<file path="config.mk">
export PLATFORM = sky130hd
export DESIGN_NAME = axi_gran_burst_splitter_ax_chan
export DESIGN_NICKNAME = d
export VERILOG_FILES = /design/src/rtl/axi_gran_burst_splitter_ax_chan_pkg.sv /design/src/rtl/axi_gran_burst_splitter_ax_chan.sv
export SDC_FILE = /design/constraint.sdc
export NUM_CORES = 1
export LEC_CHECK = 0
export CORE_MARGIN = 5
export CORE_UTILIZATION = 45
export CTS_CLUSTER_SIZE = 25
export DETAILED_ROUTE_END_ITERATION = 10
export GPL_TIMING_DRIVEN = 0
export PLACE_DENSITY = 0.76
export SKIP_LAST_GASP = 1
export SYNTH_ARGS = -nofsm -noshare
export SYNTH_HDL_FRONTEND = slang
export SYNTH_SLANG_ARGS = --single-unit
</file>
<file path="constraint.sdc">
create_clock -name clk_i -period 4.1 [get_ports clk_i]
set_input_delay 0.82 -clock clk_i [delete_from_list [all_inputs] [get_ports clk_i]]
set_output_delay 0.82 -clock clk_i [all_outputs]
set_load 0.05 [all_outputs]
</file>
<file path="src/rtl/axi_gran_burst_splitter_ax_chan_pkg.sv">
// Shared types for the granular burst splitter AX channel: AXI field types,
// burst encodings, address alignment helper and the splitter FSM states.
package axi_gran_burst_splitter_ax_chan_pkg;

    localparam int unsigned AxAddrWidth = 32;
    localparam int unsigned AxIdWidth   = 4;

    typedef logic [7:0] len_t;
    typedef logic [2:0] size_t;
    typedef logic [1:0] burst_t;

    localparam burst_t BURST_FIXED = 2'b00;
    localparam burst_t BURST_INCR  = 2'b01;
    localparam burst_t BURST_WRAP  = 2'b10;

    typedef struct packed {
        logic [AxIdWidth-1:0]   id;
        logic [AxAddrWidth-1:0] addr;
        len_t                   len;
        size_t                  size;
        burst_t                 burst;
        logic                   lock;
        logic [3:0]             cache;
        logic [2:0]             prot;
        logic [3:0]             qos;
    } ax_chan_t;

    typedef enum logic {
        IDLE,
        SPLIT
    } split_state_e;

    function automatic logic [63:0] aligned_addr(input logic [63:0] addr, input size_t size);
        return (addr >> size) << size;
    endfunction

endpackage

</file>
<file path="src/rtl/axi_gran_burst_splitter_ax_chan.sv">
// AX-channel front end of the granular burst splitter: allocates an ordering
// counter per accepted burst and re-issues it as sub-bursts of at most gran+1 beats.
module axi_gran_burst_splitter_ax_chan
    import axi_gran_burst_splitter_ax_chan_pkg::*;
#(
    parameter int unsigned AddrWidth = AxAddrWidth,
    parameter int unsigned IdWidth   = AxIdWidth,
    parameter type         ax_t      = ax_chan_t
) (
    input  logic               clk_i,
    input  logic               rst_ni,
    input  logic [7:0]         gran_i,
    input  ax_t                ax_i,
    input  logic               ax_valid_i,
    output logic               ax_ready_o,
    output ax_t                ax_o,
    output logic               ax_valid_o,
    input  logic               ax_ready_i,
    output logic [IdWidth-1:0] alloc_id_o,
    output logic [7:0]         alloc_len_o,
    output logic               alloc_req_o,
    input  logic               alloc_gnt_i
);

    split_state_e state_q, state_d;
    ax_t          ax_q, ax_d;
    logic [7:0]   rem_q, rem_d;
    logic [7:0]   gran_q, gran_d;
    logic [15:0]  addr_step;
    logic         last_sub;

    assign alloc_id_o  = IdWidth'(ax_i.id);
    assign alloc_len_o = ax_i.len;
    assign last_sub    = (rem_q <= gran_q);
    // gran_q < 255 whenever a step is taken, so gran_q+1 never wraps here
    assign addr_step   = (16'(gran_q) + 16'd1) << ax_q.size;

    always_ff @(posedge clk_i or negedge rst_ni) begin
        if (!rst_ni) begin
            state_q <= IDLE;
            ax_q    <= '0;
            rem_q   <= '0;
            gran_q  <= '0;
        end else begin
            state_q <= state_d;
            ax_q    <= ax_d;
            rem_q   <= rem_d;
            gran_q  <= gran_d;
        end
    end

    always_comb begin
        state_d = state_q;
        ax_d    = ax_q;
        rem_d   = rem_q;
        gran_d  = gran_q;
        unique case (state_q)
            IDLE: begin
                if (ax_valid_i && alloc_gnt_i) begin
                    state_d = SPLIT;
                    ax_d    = ax_i;
                    rem_d   = ax_i.len;
                    // wrapping or non-modifiable bursts must pass through whole
                    if (ax_i.burst == BURST_WRAP || !ax_i.cache[1]) begin
                        gran_d = 8'hFF;
                    end else begin
                        gran_d = gran_i;
                    end
                end
            end
            SPLIT: begin
                if (ax_ready_i) begin
                    if (last_sub) begin
                        state_d = IDLE;
                    end else begin
                        rem_d = rem_q - gran_q - 8'd1;
                        if (ax_q.burst == BURST_INCR) begin
                            ax_d.addr = AddrWidth'(aligned_addr(64'(ax_q.addr), ax_q.size))
                                      + AddrWidth'(addr_step);
                        end
                    end
                end
            end
            default: state_d = IDLE;
        endcase
    end

    always_comb begin
        ax_o        = ax_q;
        ax_o.len    = last_sub ? rem_q : gran_q;
        ax_valid_o  = 1'b0;
        ax_ready_o  = 1'b0;
        alloc_req_o = 1'b0;
        unique case (state_q)
            IDLE: begin
                alloc_req_o = ax_valid_i;
                ax_ready_o  = ax_valid_i & alloc_gnt_i;
            end
            SPLIT:   ax_valid_o = 1'b1;
            default: ax_valid_o = 1'b0;
        endcase
    end

endmodule

</file>
==> results.py <==
metrics = {
    "run_status": {
        "status": "complete, no violations",
    },
    "drt": {
        "vias": 5722,
        "detail-route-antenna-nets": 0,
        "drc": 0,
        "initialDrtViolationCount": 491,
        "dr.pass1.iters": 5,
        "wl_per_cell_um": 18.5,
        "wl_um": 18200,
        "routed_via_density": 5.80,
    },
    "floorplanning": {
        "io_pins": 150,
        "core_area_um2": 11500,
        "initial_utilization_pct": 46.2,
        "die_w_um": 119,
        "rows": 39,
        "die_h_um": 119,
        "dieArea_um2": 14100,
    },
    "power_and_ir_drop": {
        "sw_frac_of_total_pct": 52.4,
        "power.share.clock_pct": 12.4,
        "power_frac_seq_pct": 19.2,
        "switchingPower_w": 0.00324,
        "ir_drop_mv": 0.328,
        "cell_internal_pwr_w": 0.00295,
        "leakagePower_nw": 3.35,
        "pwr-share-comb_pct": 68.4,
        "powerDensity_nw_per_um2": 841,
        "power_w": 0.00619,
    },
    "sta": {
        "fin_crit_sh_pct": 97.4,
        "max-slew-margin-rel_pct": 51.0,
        "finalSetupViolations": 0,
        "fin_setup_tns_ns": 0,
        "rsz0062_at_grt": "no",
        "period_needed_ns": 3.99,
        "skew_ns": 0.00793,
        "hold_violations": 0,
        "fmax_mhz": 250,
        "slew_viol_final": 0,
        "worst_pin_slew_ns": 0.734,
    },
    "global_routing": {
        "grt_max_degree": 55,
        "grt_pass1_wl_um": 29800,
        "grt_overflow_total": 0,
        "antenna_found_initial": 0,
        "grt_util_all_layers_pct": 26.0,
        "grt_pass1_vias": 5940,
    },
    "yosys": {
        "synth_top_area_share_pct": 32.9,
        "syn_area_um2": 5320,
        "synth_cell_types": 70,
        "async_flop_share_pct": 100,
        "yosysSeqAreaShare_pct": 32.9,
        "yosys_warnings": 0,
        "synth_flop_cell": "dfrtp_1",
        "synth_edf_count": 0,
        "syn_nets": 782,
        "synth_cells": 680,
        "ys_top_cells_by_area": "dfrtp_1, nand2_1, ha_1",
        "synth.avg_cell_area_um2": 7.82,
        "synth_top_cell_by_area": "dfrtp_1",
        "ys_ff_latch": 70,
    },
    "critical_path": {
        "endpoint_kind": "output pin",
        "critPathMaxFanout": 10,
        "startpoint_type": "register",
        "critPathLaunch": "gran_q[3]$_DFFE_PN0P_",
        "required_ns": 3.28,
        "r2r_setup_slack_ns": 0.16,
        "crit_arrival_ns": 3.17,
        "crit_type": "reg -> out",
        "rr_startpoint": "gran_q[0]$_DFFE_PN0P_",
    },
    "placed_design": {
        "gp_congestion": 0.926,
        "port_buffers": 149,
        "postPlaceCellArea_um2": 7020,
        "hpwl_um": 13800,
    },
    "cts": {
        "cts_sinks": 70,
        "htreeDepth": 3,
        "cts_root_buf": "clkbuf_16",
        "clockBufferDepth": 2,
        "cts_tree": "yes",
        "cts_made_buffers": 9,
        "insertion_delay_ns": 0.35,
        "clk_pin_slew_ns": 0.06,
        "cts_hold_buf": 0,
    },
    "flow_run": {
        "cap_viol_max_count": 0,
    },
    "final_layout": {
        "areaGrowthSynthToFinish_pct": 38.2,
        "multiInputGateArea_um2": 3220,
        "mostFrequentLayoutCells": "clkdlybuf4s50_1, nand2_1, nor2_1",
        "final_cell_area_um2": 7350,
        "diodes": 0,
        "mostFrequentLayoutCell": "clkdlybuf4s50_1",
        "utilization_pct": 63.8,
        "regArea_um2": 1760,
        "drive_gt1_share_pct": 9.73,
        "fillers": 1017,
        "nets": 940,
    },
    "hold_path": {
        "min_path_type": "in -> async",
    },
}
## sequential cells by signal, summed over array words and instances, names as in the netlist
register and count:
rem_q 8, ax_o 53, state_q 1, gran_q 8
## cell type report
cell class,count,area share (%)
sequential,70,23.9
multi-input combinational,524,43.8
buffer,57,3.85
timing repair buffer,152,20.9
clock inverter,5,0.459
inverter,24,1.23
tap,143,2.43
clock buffer,11,3.44
## kinds of logic (layout without fill, tap and decap cells)
family,count (synthesis),after routing,share of synthesized area [%]
AND/OR/NAND/NOR,273,273,22.6
AO/OA/AOI/OAI,179,179,22.2
buffers and inverters,86,249,7.20
flip-flops,70,70,32.9
multiplexers,29,29,5.67
adder cells (fa/ha/maj),28,28,6.87
XOR/XNOR,15,15,2.47
## critical path: stages (launching register included)
cell and delay (ns):
dfrtp_1 0.41, inv_1 0.17, ha_1 0.39, nand4_1 0.12
or3_1 0.41, a21boi_0 0.18, or2_1 0.27, clkbuf_2 0.21
mux2_2 0.32, clkdlybuf4s15_2 0.34
## power by group through the flow
stage | clock network (W) | registers, W | logic [W]
2_1_floorplan | 0 | 0.00178 | 0.00237
3_3_place_gp | 0 | 0.00117 | 0.00408
3_5_place_dp | 0 | 0.00118 | 0.00415
4_1_cts | 0.000775 | 0.00118 | 0.00417
5_1_grt | 0.000802 | 0.00123 | 0.00456
6_report | 0.000766 | 0.00119 | 0.00423
## synth_stat cells (3+ instances only)
master      n
and4_1      3
o21bai_1    3
and2_1      5
ha_1       26
o21ai_1     3
nand2_1   125
a22oi_1     8
nor4_1      5
buf_2       6
nor2_1     70
a22o_1      5
xnor2_1     9
dfrtp_1    70
a21o_1     12
nand4_1     6
buf_1       7
nand2b_1    4
xor2_1      6
o21ai_0    35
a31oi_1     4
nand3_1    16
mux2i_1    20
a211oi_1    6
mux2_2      9
o22ai_1     6
a221oi_1    3
nor2b_1     7
nor3_1     13
clkbuf_1   36
a31o_2      4
o211ai_1    6
inv_1      23
a21oi_1    53
and3_1      7
buf_4      12
## worst paths after layout
kind / end / depth (start not counted)
max reg2reg: ax_o[47]$_DFFE_PN0P_ / 16
min reg2reg: ax_o[3]$_DFFE_PN0P_ / 2
max: ax_o[19] / 9
min: ax_o[15]$_DFFE_PN0P_ / 1
min in group clk_i: ax_o[3]$_DFFE_PN0P_ / 2
max in group asynchronous: ax_o[43]$_DFFE_PN0P_ / 2
## routing by layer
layer  up-vias  GRT usage [%]  part of all wire, %
met5         -              0                    0
met4         0           10.5                  2.4
met3        40           6.92                  8.2
met2       244           43.4                   47
met1      2715           31.9                   42
li1       2723              -                    -
## metrics by stage
step	std cells	worst slack [ns]	hold WS, ns
floorplan	680	0.109	0.474
global placement	972	-0.315	0.458
detailed placement	973	-0.253	0.469
CTS	987	-0.0835	0.342
global route	986	0.00214	0.355
finish	986	0.106	0.338
## what timing repair did
item / 4_1_cts / 5_1_grt
gates resized for setup: 30 / 18
hold endpoints to repair: 0 / 0
buffers inserted: 0 / 2
pin swaps: 0 / 1
endpoints found under the setup margin: 25 / 27
Power figures use the tool's default switching activity.
